==> src/rtl/bl_pkg.sv <==
// Shared widths and FSM state encoding for the baseline calculator.
package bl_pkg;

    localparam int unsigned ADC_BIT_WIDTH = 16;
    localparam int unsigned NCH           = 4;
    localparam int unsigned MAX_SHIFT     = 10;
    localparam int unsigned ACC_W         = ADC_BIT_WIDTH + MAX_SHIFT;
    localparam int unsigned CNT_W         = MAX_SHIFT + 1;
    localparam int unsigned SHIFT_W       = 4;

    typedef enum logic [1:0] {
        IDLE = 2'd0,
        ACC  = 2'd1,
        DIV  = 2'd2,
        DONE = 2'd3
    } state_t;

endpackage

==> src/rtl/bl_calc_acc_chan.sv <==
// One channel of the baseline accumulator: sign-extending sum and floor-divided result.
module bl_acc_chan
    import bl_pkg::*;
#(
    parameter int unsigned DW = ADC_BIT_WIDTH,
    parameter int unsigned AW = ACC_W,
    parameter int unsigned KW = SHIFT_W
) (
    input  logic          clk,
    input  logic          rst,
    input  logic          clr,
    input  logic          en,
    input  logic [DW-1:0] din,
    input  logic [KW-1:0] k,
    output logic [DW-1:0] res_c
);

    logic signed [AW-1:0] acc;
    logic signed [AW-1:0] din_x;

    assign din_x = {{(AW-DW){din[DW-1]}}, din};

    // clr with en loads the first sample of a new window directly
    always_ff @(posedge clk or negedge rst) begin
        if (!rst) begin
            acc <= '0;
        end else if (clr) begin
            acc <= en ? din_x : '0;
        end else if (en) begin
            acc <= acc + din_x;
        end
    end

    // arithmetic shift floors toward minus infinity
    assign res_c = DW'(acc >>> k);

endmodule

==> src/rtl/bl_calc.sv <==
// Pre-trigger baseline averager: sums 2^k samples per channel and reports the floored mean.
module bl_calc #(
    parameter int unsigned ADC_BIT_WIDTH = bl_pkg::ADC_BIT_WIDTH,
    parameter int unsigned NCH           = bl_pkg::NCH,
    parameter int unsigned MAX_SHIFT     = bl_pkg::MAX_SHIFT
) (
    input  logic                         clk,
    input  logic                         rst,
    input  logic [NCH*ADC_BIT_WIDTH-1:0] din,
    input  logic                         data_BL_valid,
    input  logic [3:0]                   bl_shift,
    output logic [NCH*ADC_BIT_WIDTH-1:0] BL,
    output logic                         BL_update,
    output logic                         bl_err,
    output logic                         busy
);

    import bl_pkg::*;

    localparam int unsigned AW = ADC_BIT_WIDTH + MAX_SHIFT;
    localparam int unsigned CW = MAX_SHIFT + 1;
    localparam int unsigned KW = 4;

    state_t                       state;
    state_t                       state_nx;
    logic [KW-1:0]                k;
    logic [KW-1:0]                k_new_c;
    logic [CW-1:0]                cnt;
    logic [CW-1:0]                cnt_inc_c;
    logic [CW-1:0]                target_c;
    logic                         valid_q;
    logic                         start_c;
    logic                         acc_en_c;
    logic                         load_c;
    logic                         short_c;
    logic [NCH*ADC_BIT_WIDTH-1:0] res_c;

    assign k_new_c   = (32'(bl_shift) > 32'(MAX_SHIFT)) ? KW'(MAX_SHIFT) : bl_shift;
    assign cnt_inc_c = cnt + CW'(1);
    assign target_c  = CW'(1) << k;

    always_ff @(posedge clk or negedge rst) begin
        if (!rst) begin
            state <= IDLE;
        end else begin
            state <= state_nx;
        end
    end

    // From DONE only a fresh rising edge of valid opens a window
    always_comb begin
        state_nx = state;
        start_c  = 1'b0;
        acc_en_c = 1'b0;
        load_c   = 1'b0;
        short_c  = 1'b0;
        case (state)
            IDLE: begin
                if (data_BL_valid) begin
                    start_c  = 1'b1;
                    acc_en_c = 1'b1;
                    state_nx = (k_new_c == '0) ? DIV : ACC;
                end
            end
            ACC: begin
                if (data_BL_valid) begin
                    acc_en_c = 1'b1;
                    if (cnt_inc_c == target_c) begin
                        state_nx = DIV;
                    end
                end else begin
                    short_c  = 1'b1;
                    state_nx = DONE;
                end
            end
            DIV: begin
                load_c   = 1'b1;
                state_nx = DONE;
            end
            DONE: begin
                if (data_BL_valid && !valid_q) begin
                    start_c  = 1'b1;
                    acc_en_c = 1'b1;
                    state_nx = (k_new_c == '0) ? DIV : ACC;
                end
            end
            default: state_nx = IDLE;
        endcase
    end

    // Window bookkeeping and registered results
    always_ff @(posedge clk or negedge rst) begin
        if (!rst) begin
            k         <= '0;
            cnt       <= '0;
            valid_q   <= 1'b0;
            BL        <= '0;
            BL_update <= 1'b0;
            bl_err    <= 1'b0;
            busy      <= 1'b0;
        end else begin
            valid_q <= data_BL_valid;
            if (start_c) begin
                k         <= k_new_c;
                cnt       <= CW'(1);
                BL_update <= 1'b0;
                bl_err    <= 1'b0;
                busy      <= 1'b1;
            end else if (acc_en_c) begin
                cnt <= cnt_inc_c;
            end
            if (load_c) begin
                BL        <= res_c;
                BL_update <= 1'b1;
                busy      <= 1'b0;
            end
            if (short_c) begin
                BL        <= '0;
                BL_update <= 1'b1;
                bl_err    <= 1'b1;
                busy      <= 1'b0;
            end
        end
    end

    for (genvar n = 0; n < NCH; n++) begin : g_ch
        bl_acc_chan #(
            .DW(ADC_BIT_WIDTH),
            .AW(AW),
            .KW(KW)
        ) u_acc (
            .clk   (clk),
            .rst   (rst),
            .clr   (start_c),
            .en    (acc_en_c),
            .din   (din[n*ADC_BIT_WIDTH +: ADC_BIT_WIDTH]),
            .k     (k),
            .res_c (res_c[n*ADC_BIT_WIDTH +: ADC_BIT_WIDTH])
        );
    end

endmodule

==> config.mk <==
export PLATFORM = sky130hd
export DESIGN_NAME = bl_calc
export DESIGN_NICKNAME = d
export VERILOG_FILES = /design/src/rtl/bl_pkg.sv /design/src/rtl/bl_calc_acc_chan.sv /design/src/rtl/bl_calc.sv
export SDC_FILE = /design/constraint.sdc
export NUM_CORES = 1
export LEC_CHECK = 0
export ABC_AREA = 0
export ABC_CLOCK_PERIOD_IN_PS = 3400
export CORE_MARGIN = 2
export CORE_UTILIZATION = 50
export CTS_CLUSTER_DIAMETER = 40
export CTS_CLUSTER_SIZE = 28
export DETAILED_ROUTE_END_ITERATION = 10
export PLACE_DENSITY = 0.7
export SLEW_MARGIN = 20
export SYNTH_ARGS = -nofsm -noshare
export SYNTH_HDL_FRONTEND = slang
export SYNTH_SLANG_ARGS = --single-unit
==> constraint.sdc <==
create_clock -name clk -period 3.4 [get_ports clk]
set_input_delay 0.68 -clock clk [delete_from_list [all_inputs] [get_ports clk]]
set_output_delay 0.68 -clock clk [all_outputs]
set_load 0.02 [all_outputs]
# Yosys cells after proc, flatten, opt, wreduce, memory -nomap -nowiden
# Index checks and enable logic that the tools add are counted.
# word_totals
input_bits	71
regBits	189
output_inout_bits	67
elab_cells	77
# classes
shift	5
eq_ne	7
n_lt_le_gt_ge	1
add_sub_neg	5
muxes	37
reduce_logical	10
# op_table
operator	n
$mux 26	12
$mux 64	2
$add 26x16->26	4
$sshr 26x4->16	4
$mux 11	2
$mux 1	12
$add 11x1->11 const B	1
$eq 11x11->1	1
$shl 1x4->11 const A	1
$mux 2	5
$pmux 2 s4	1
$reduce_bool 2->1	3
$eq 2x2->1 const B	2
$gt 4x4->1 const B	1
$logic_not 4->1	1
$mux 4	1
$ne 2x2->1 const B	2
$pmux 1 s2	2
$ne 3x3->1 const B	1
$reduce_and 3->1	1
$reduce_bool 3->1	1
$eq 2x1->1 const B	1
$logic_not 2->1	1
$reduce_or 2->1	1
other kinds (2)	2

# Logic depth before layout (Yosys ltp)
# Gate-level depths: netlist of run 1.
# logic_depth
ltp_word	7
depth_mapped	12
ltp_nobuf	12

# Cells and area by module
# From an unflattened synthesis of run 1, not the netlist that was laid out.
# unflattened
hier_cells	2012
hier_area_um2	17724.5
# modules_own_cells
mod	cells_each	area_each_um2	instances
bl_calc	381	4030.1	1
bl_acc_chan at g_ch[0].u_acc	397	3484.6	1
bl_acc_chan at g_ch[3].u_acc	426	3479.6	1
bl_acc_chan at g_ch[2].u_acc	402	3384.5	1
bl_acc_chan at g_ch[1].u_acc	406	3345.7	1

# Worst setup path after synthesis of run 1
# No wires, ideal clock.
# synth_timing
kind	input -> register
from	input din[16]
to	register g_ch[1].u_acc.acc[18]
arrival_ps	3039
setup_slack_ps	240
setup_time_ps	121
path_stages	12
n_path_buf	0
path_cell_list	ha_1 > fa_1 > a21o_1 > a21oi_1 > o21ai_0 > a31o_2 > o41ai_2 > o21bai_1 > a21oi_1 > xor2_1 > o21ai_0 > a22o_1
# synth_between
elab_chain_len	3
# synth_rtl
element	line_no	text
start, declared	bl_calc.sv:9	input logic [NCH*ADC_BIT_WIDTH-1:0] din,
$add 26x16->26	bl_calc_acc_chan.sv:30	acc <= acc + din_x;
$mux 26	bl_calc_acc_chan.sv:29	end else if (en) begin
$mux 26	bl_calc_acc_chan.sv:27	end else if (clr) begin
end signal, assigned	bl_calc_acc_chan.sv:28	acc <= en ? din_x : '0;
end signal, assigned	bl_calc_acc_chan.sv:30	
end, declared	bl_calc_acc_chan.sv:18	logic signed [AW-1:0] acc;
# Every way passes these cells. The select of a mux whose other input is x is not followed.
# A chain may end at the register's enable or synchronous reset.

# Final worst setup path of run 1
# layout_timing
from	input din[39]
to	register g_ch[2].u_acc.acc[22]
# layout_between
elab_chain_len	3
# layout_rtl
element	line_no
$add 26x16->26	bl_calc_acc_chan.sv:30
$mux 26	bl_calc_acc_chan.sv:29
$mux 26	bl_calc_acc_chan.sv:27
end signal, assigned	bl_calc_acc_chan.sv:28
end signal, assigned	bl_calc_acc_chan.sv:30
end, declared	bl_calc_acc_chan.sv:18
# Every way passes these cells. The select of a mux whose other input is x is not followed.

==> results.toml, run 1 <==
[status]
status = "complete, no violations"

[setup_path]
worst-path-buf-inv = 1
path_delay_family = "compound AO/OA/AOI/OAI gates"
start_kind = "input port"
path_common_cell = "a22o_1"
path_max_fanout = 5
crit_path_end_kind = "flop"
worstReg2RegStart = "g_ch[2].u_acc.acc[7]"
max_stage_delay_ns = 0.55
slowest_stage = "a2111oi_1"
regToRegEndpoint = "g_ch[2].u_acc.acc[22]"
cp.arrival_ns = 3.59
worst-path-stages = 12
regToRegSetupSlack_ns = 0.32
crit_chain = "clkdlybuf4s50_1, ha_1, a2111oi_1, o21ai_2, nand3_1, a21boi_1, a22o_1, a221oi_4, nand2b_1, a211oi_2, o31ai_1, a22o_1"
cp.required_ns = 3.75
crit_type = "input port to flop"
reg2reg_depth = 11

[floorplanning]
coreArea_um2 = 32700
core.rowCount = 66
die_area_um2 = 34900
die_w_um = 187
io_pins = 138
die_h_um = 187
initial_core_util_pct = 51.0

[timing]
drv_slew = 0
hold_violations = 0
fin_tns_setup_ns = 0
timing.final.ws_setup_ns = 0.158
slew_headroom_pct = 37.9
finalCritPeriodShare_pct = 95.4
max_freq_mhz = 308
holdWs_ns = 0.238
finalCriticalPeriod_ns = 3.24
setup_viol = 0
worst_slew_pin_slew_ns = 0.928
fin_skew_ns = 0.0115

[global_route]
use_met1_pct = 41.0
met3_usage_pct = 5.23
grt_max_degree = 115
grt_pass1_wl_um = 77000
grt_pass1_vias = 14371
met2_usage_pct = 40.3
top_usage_layer = "met1"
overflow = 0
antenna_found_initial = 0
grt_usage_pct = 27.2

[cts]
cts_setup_buffers = 0
path_clk_slew_ns = 0.08
cts.path.max_buffers = 2
root_buffer = "clkbuf_16"
cts.sinks = 189
h-tree-depth = 4
cts_buffers = 17
cts_tree = "built"
clk_latency_ns = 0.46

[drt]
initialDrtViolationCount = 1174
drc = 0
wire_per_inst_um = 19.2
num_vias = 15251
detail_route.vias_per_cell = 6.15
ant_nets = 0
drt_first_pass_iters = 5
wl_um = 47600

[power_and_ir_drop]
total_leakage_power_nw = 8.77
ir_worst_vdd_mv = 0.523
finalPower_mw = 20.9
power_density_nw_per_um2 = 1060

[yosys]
syn_inst = 1876
ys_warn_count = 0
ys_ff_latch = 189
syn-num-nets = 2056
synthFlopType = "dfrtp_1"
synth_cell_types = 73
synthTopCellsByArea = "dfrtp_1, mux4_2, ha_1"
yosysTopAreaCellShare_pct = 28.3
ys_seq_area_share_pct = 28.3
synth-async-reset-ratio_pct = 100
synth_largest_area_cell = "dfrtp_1"
synth_edf_count = 0
synthesis.area_um2 = 16700
syn_avg_cell_area_um2 = 8.90

[placed_design]
dp_slack_ns = -0.436
place_congestion = 0.928
portBuffers = 137
placed_cells = 2445
hpwl_um = 35300

[layout]
areaGrowthSynthToFinish_pct = 18.5
antenna_cells = 0
drive_above_1_share_pct = 14.2
fin_nets = 2203
fin_cells = 2478

[min_path]
hold_path.class = "input port to async pin"

[run]
maxCapViolations = 0
[where the power goes]
part	leakage, nW	internal (mW)	switching [mW]
registers	2.43	3.16	1.30
logic	6.05	6.55	7.83
clock network	0.287	1.11	0.992
total	8.77	10.8	10.1
[state kept, by name, summed over array words and instances, names as in the netlist]
register,count
g_ch.u_acc.acc,104
k,4
busy,1
state,2
cnt,11
BL_update,1
BL,64
valid_q,1
bl_err,1
[Yosys cell counts (all sizes together), types with 6 or more instances]
cell type,count
a211oi,39
a21o,63
a21oi,191
a22o,45
a31oi,9
and2,16
and3,15
buf,37
clkbuf,88
dfrtp,189
ha,105
inv,29
mux2,11
mux2i,48
mux4,93
nand2,246
nand2b,11
nand3,52
nand3b,6
nand4,7
nor2,111
nor2b,14
nor3,23
o211ai,9
o21a,10
o21ai,213
o21bai,17
or3,6
xnor2,53
xor2,49
[cells by family after synthesis]
group	Yosys count	synth area share, %
AOI/OAI and AO/OA	644	24.0
adders and majority gates	109	8.35
and+or+nand+nor	525	13.9
buffers and inverters	155	3.88
muxes	152	16.2
DFF	189	28.3
xor gates and xnor gates	102	5.35
[metal layers]
| layer | vias to the layer above | part of all wire [%] | wire length [um] |
|---|---|---|---|
| li1 | 7269 | - | - |
| met1 | 7391 | 48 | 22700 |
| met2 | 541 | 43 | 20400 |
| met3 | 50 | 8.3 | 3950 |
| met4 | 0 | 1.2 | 565 |
| met5 | - | 0 | 0 |
[per-stage QoR]
stage	utilization [%]	area [um2]
after floorplan	-	16700
after global placement	58.4	19100
after detailed placement	58.4	19100
after CTS	60.2	19700
after global routing	60.5	19800
final	60.5	19800
[how the worst max path moves through the flow]
stage                 start               endpoint  slack [ns]
floorplan           din[16]  g_ch[1].u_acc.acc[18]        0.24
global placement    din[32]  g_ch[2].u_acc.acc[22]       -0.37
detailed placement  din[32]  g_ch[2].u_acc.acc[22]       -0.44
CTS                 din[32]  g_ch[2].u_acc.acc[22]        0.03
global route        din[16]  g_ch[1].u_acc.acc[22]      -0.004
finish              din[39]  g_ch[2].u_acc.acc[22]        0.16
[area by class of cell]
| type | count | area, um2 |
|---|---|---|
| inverter | 30 | 113 |
| fill | 2856 | 12900 |
| tap | 442 | 553 |
| clock inverter | 15 | 185 |
| clock buffer | 17 | 425 |
| multi-input combinational | 1532 | 11400 |
| timing repair buffer | 253 | 2350 |
| sequential | 189 | 4740 |
[placed cells by master, fill, tap and decap left out, types with 8 or more instances in the layout]
master / netlist / final
mux4_2: 93 / 93
nand2_1: 246 / 246
nor2_1: 111 / 110
inv_1: 28 / 28
clkdlybuf4s50_1: 0 / 136
a21oi_1: 190 / 188
buf_4: 1 / 108
dfrtp_1: 189 / 185
a21o_1: 62 / 62
o21bai_1: 17 / 17
xnor2_1: 53 / 53
xor2_1: 49 / 49
buf_12: 0 / 8
o21a_1: 10 / 10
o211ai_1: 9 / 9
a31oi_1: 9 / 9
ha_1: 105 / 104
nor3_1: 23 / 23
and3_1: 15 / 14
nor2b_1: 14 / 14
mux2_2: 11 / 11
a22o_1: 45 / 45
o21ai_0: 207 / 204
a211oi_1: 37 / 35
clkbuf_16: 0 / 17
nand3_1: 52 / 51
nand2b_1: 11 / 11
and2_1: 16 / 15
mux2i_1: 48 / 48
[repair_timing]
item                                    4_1_cts  5_1_grt
gates resized for setup                       0       12
endpoints found under the setup margin        0       11
hold buffers                                  0        0
Note: power is estimated with default switching activity, not from simulation.
==> run 2: changes to the inputs <==
--- a/config.mk
+++ b/config.mk
@@ -8,11 +8,11 @@
 export ABC_AREA = 0
 export ABC_CLOCK_PERIOD_IN_PS = 3400
 export CORE_MARGIN = 2
-export CORE_UTILIZATION = 50
+export CORE_UTILIZATION = 60
 export CTS_CLUSTER_DIAMETER = 40
 export CTS_CLUSTER_SIZE = 28
 export DETAILED_ROUTE_END_ITERATION = 10
-export PLACE_DENSITY = 0.7
+export PLACE_DENSITY = 0.84
 export SLEW_MARGIN = 20
 export SYNTH_ARGS = -nofsm -noshare
 export SYNTH_HDL_FRONTEND = slang
==> results.toml, run 2 (synthesis results as in run 1) <==
[layout]
fin_area_um2 = 19700
fin_nets = 2202
largest_reg_flops = 104
fin_cells = 2413
largestRegisters = "g_ch.u_acc.acc x104, BL x64, cnt x11"
areaGrowthSynthToFinish_pct = 17.8
antenna_cells = 0
final_core_util_pct = 71.4
fill_cells = 2026
final_common_cell = "nand2_1"
final_cell_mix = "nand2_1, o21ai_0, a21oi_1, dfrtp_1, clkdlybuf4s50_1"
largest-register = "g_ch.u_acc.acc"
drive_above_1_share_pct = 14.1

[setup_path]
worst-path-buf-inv = 2
cp-endpoint = "g_ch[2].u_acc.acc[25]"
crit_type = "input port to flop"
regToRegSetupSlack_ns = 0.40
reg2reg_depth = 11
slowest_stage = "clkdlybuf4s50_1"
max_stage_delay_ns = 0.46
start_kind = "input port"
path_max_fanout = 3
crit_chain = "clkdlybuf4s50_1, ha_1, buf_4, a211oi_4, o211ai_1, a211oi_2, a22oi_2, a221o_2, a21oi_4, o31a_4, xor2_1, o211ai_1, o311ai_1"
path_delay_family = "compound AO/OA/AOI/OAI gates"
cp.arrival_ns = 3.57
worstReg2RegStart = "g_ch[2].u_acc.acc[1]"
startpoint = "din[32]"
path_common_cell = "o211ai_1"
regToRegEndpoint = "g_ch[2].u_acc.acc[25]"
crit_path_end_kind = "flop"
worst-path-stages = 13
cp.required_ns = 3.69

[power_and_ir_drop]
ir_worst_vdd_mv = 0.746
total_leakage_power_nw = 8.76
power_density_nw_per_um2 = 1070
finalPower_mw = 21.0

[drt]
ant_nets = 0
wl_um = 48400
detail_route.vias_per_cell = 6.62
num_vias = 15971
drt_first_pass_iters = 6
wire_per_inst_um = 20.0
initialDrtViolationCount = 1503
drc = 0

[timing]
setup_viol = 0
fin_tns_setup_ns = 0
hold_violations = 0
drv_slew = 0
finalCritPeriodShare_pct = 96.6
finalCriticalPeriod_ns = 3.28
fin_skew_ns = 0.0146
max_freq_mhz = 304
holdWs_ns = 0.311
timing.final.ws_setup_ns = 0.116
worst_slew_pin_slew_ns = 0.834
slew_headroom_pct = 44.4

[cts]
cts.path.max_buffers = 2
cts.sinks = 189
root_buffer = "clkbuf_16"
cts_tree = "built"
cts_buffers = 17
path_clk_slew_ns = 0.08
h-tree-depth = 4
clk_latency_ns = 0.45
cts_setup_buffers = 0

[global_route]
antenna_found_initial = 0
overflow = 0
grt_usage_pct = 33.7
grt_pass1_wl_um = 78700
grt_pass1_vias = 15129
grt_max_degree = 115

[placed_design]
place_congestion = 0.957
portBuffers = 137
dpl_cell_area_um2 = 19000
dp_slack_ns = -0.456
placed_cells = 2381
hpwl_um = 35000

[floorplanning]
die_w_um = 171
io_pins = 138
die_area_um2 = 29200
coreArea_um2 = 27600
die_h_um = 171
core.rowCount = 61
initial_core_util_pct = 60.6

[min_path]
hold_path.class = "input port to async pin"

[run]
maxCapViolations = 0

[status]
status = "complete, no violations"
-- run 2: changes by cell type in the layout (fill, tap and decap cells not counted), moves of 2 or more --
| cell | change |
|---|---|
| buf_12 | -2 |
| o21ai_1 | +2 |
| clkinv_4 | -2 |
| bufinv_16 | -2 |
| inv_8 | +4 |
| inv_6 | -2 |
-- run 2: worst min path at each step --
stage	depth (start not counted)	slack [ns]	startpoint	to
after CTS	1	0.34	rst	BL[29]
after detailed placement	2	0.47	bl_err	bl_err
after global placement	2	0.46	BL_update	BL_update
after floorplan	0	0.38	rst	BL[0]
final	1	0.31	rst	BL[29]
after global routing	1	0.37	rst	BL[28]
-- run 2: layout make-up --
| class | count | area, um2 | area share [%] |
|---|---|---|---|
| multi-input cells | 1532 | 11400 | 58.0 |
| flip-flops and latches | 189 | 4740 | 24.1 |
| repair buffers | 252 | 2340 | 11.9 |
| well taps | 378 | 473 | 2.41 |
| clock buffers | 18 | 429 | 2.18 |
| clock inverters | 14 | 151 | 0.770 |
| inverters | 30 | 113 | 0.573 |
-- run 2: what timing repair did --
item / CTS / global route
endpoints found under the setup margin: 1 / 17
resized for setup: 1 / 12
gates cloned: 0 / 0
pin swaps: 0 / 4
hold buffers: 0 / 0
-- run 2: metal layers --
metal	routed length (um)	track usage, %
met4	1000	10.0
met2	21900	52.2
met5	0	0
met3	4670	5.11
met1	20700	49.3
-- run 2: where the power goes --
part           switching [mW]  internal, mW
clock                    1.05         0.987
sequential               1.38          3.16
combinational            7.86          6.55
==> run 3: changes to the inputs <==
--- a/config.mk
+++ b/config.mk
@@ -6,13 +6,13 @@
 export NUM_CORES = 1
 export LEC_CHECK = 0
 export ABC_AREA = 0
-export ABC_CLOCK_PERIOD_IN_PS = 3400
+export ABC_CLOCK_PERIOD_IN_PS = 3800
 export CORE_MARGIN = 2
-export CORE_UTILIZATION = 60
+export CORE_UTILIZATION = 65
 export CTS_CLUSTER_DIAMETER = 40
 export CTS_CLUSTER_SIZE = 28
 export DETAILED_ROUTE_END_ITERATION = 10
-export PLACE_DENSITY = 0.84
+export PLACE_DENSITY = 0.9
 export SLEW_MARGIN = 20
 export SYNTH_ARGS = -nofsm -noshare
 export SYNTH_HDL_FRONTEND = slang
==> constraint.sdc (replaced) <==
create_clock -name clk -period 3.8 [get_ports clk]
set_input_delay 0.76 -clock clk [delete_from_list [all_inputs] [get_ports clk]]
set_output_delay 0.76 -clock clk [all_outputs]
set_load 0.02 [all_outputs]
==> results.toml, run 3 (synthesis results as in run 1) <==
[status]
status = "complete, no violations"

[timing]
holdWs_ns = 0.271
finalCritPeriodShare_pct = 95.6
finalCriticalPeriod_ns = 3.63
setup_viol = 0
max_freq_mhz = 275
hold_violations = 0
drv_slew = 0
fin_skew_ns = 0.0159
rsz0062_at_grt = "no"
fin_tns_setup_ns = 0
worst_slew_pin_slew_ns = 0.893
slew_headroom_pct = 40.3

[drt]
ant_nets = 0
num_vias = 15789
wire_per_inst_um = 20.7
initialDrtViolationCount = 1673
wl_um = 47700
detail_route.vias_per_cell = 6.84
drt_first_pass_iters = 8
drc = 0

[placed_design]
hpwl_um = 34900
place_congestion = 0.963
placed_cells = 2276
portBuffers = 137

[min_path]
hold_path.class = "input port to async pin"

[floorplanning]
core.rowCount = 58
die_area_um2 = 27000
die_h_um = 164
io_pins = 138
die_w_um = 164
initial_core_util_pct = 66.3
coreArea_um2 = 25200

[cts]
h-tree-depth = 4
cts_hold_buf = 0
root_buffer = "clkbuf_16"
cts_setup_buffers = 0
cts.path.max_buffers = 2
cts.sinks = 189
path_clk_slew_ns = 0.08
cts_tree = "built"
cts_resized = 0
cts_buffers = 17
clk_latency_ns = 0.45

[run]
maxCapViolations = 0

[layout]
final_cell_mix = "nand2_1, o21ai_0, a21oi_1, dfrtp_1, clkdlybuf4s50_1"
largestRegisters = "g_ch.u_acc.acc x104, BL x64, cnt x11"
fin_nets = 2145
final_common_cell = "nand2_1"
drive_above_1_share_pct = 11.4
fin_cells = 2309
areaGrowthSynthToFinish_pct = 14.5
fill_cells = 1683
largest_reg_flops = 104
final_core_util_pct = 75.9
largest-register = "g_ch.u_acc.acc"

[global_route]
grt_pass1_vias = 14994
antenna_found_initial = 2
overflow = 0
grt_pass1_wl_um = 77200
grt_max_degree = 76
grt_usage_pct = 36.0

[setup_path]
max_stage_delay_ns = 0.48
crit_path_end_kind = "flop"
worstReg2RegStart = "g_ch[1].u_acc.acc[0]"
cp.required_ns = 4.10
cp.arrival_ns = 3.94
startpoint = "din[16]"
crit_type = "input port to flop"
crit_chain = "clkdlybuf4s50_1, ha_1, fa_1, a21o_1, a21oi_1, o21ai_0, a31o_2, o41ai_2, buf_4, o31ai_1, nand2_1, a21boi_0, xnor2_1, o211ai_1"
path_delay_family = "compound AO/OA/AOI/OAI gates"
slowest_stage = "clkdlybuf4s50_1"
path_max_fanout = 3
start_kind = "input port"
worst-path-buf-inv = 2

[power_and_ir_drop]
ir_worst_vdd_mv = 0.549
total_leakage_power_nw = 8.48
power_density_nw_per_um2 = 967
-- run 3: routing by layer --
metal | share of wire [%] | routed length, um | vias to the layer above | global-route usage [%]
met5 | 0 | 0 | - | 0
met4 | 2.2 | 1060 | 0 | 10.3
met3 | 10 | 4980 | 130 | 6.64
met2 | 45 | 21600 | 915 | 55.7
met1 | 42 | 20100 | 7596 | 52.0
li1 | - | - | 7148 | -
-- run 3: power breakdown --
part	total, mW	switching, mW	internal, mW	leakage [nW]
clock	1.91	0.937	0.975	0.305
sequential	4.10	1.27	2.83	2.43
combinational	12.5	6.95	5.53	5.74
total	18.5	9.16	9.33	8.48
-- run 3: path summary, 6_finish.rpt --
kind	depth (start not counted)	to	slack, ns
worst max-delay path	14	g_ch[1].u_acc.acc[22]	0.17
worst min-delay path	1	BL[29]	0.27
worst max register to register	13	g_ch[1].u_acc.acc[22]	0.58
worst min register to register	2	BL[48]	0.49
max in group asynchronous	2	BL[2]	2.58
min in group clk	2	BL[48]	0.49
-- run 3: stage by stage --
step	power, mW	instance area (um2)	setup WS (ns)
4_1_cts	18.2	19100	0.225
5_1_grt	19.7	19100	0.0465
3_3_place_gp	15.7	18500	-0.145
3_5_place_dp	16.2	18500	-0.194
6_report	18.5	19100	0.166
2_1_floorplan	12.7	16700	0.560
-- run 3: area by class of cell --
| class | instances | area [um2] | area share (%) |
|---|---|---|---|
| clock inverter | 14 | 189 | 0.988 |
| timing repair buffer | 195 | 1860 | 9.73 |
| sequential | 189 | 4740 | 24.8 |
| inverter | 30 | 113 | 0.589 |
| multi-input combinational | 1532 | 11400 | 59.4 |
| tap | 330 | 413 | 2.16 |
| clock buffer | 18 | 439 | 2.30 |
| antenna | 1 | 2.50 | 0.0131 |
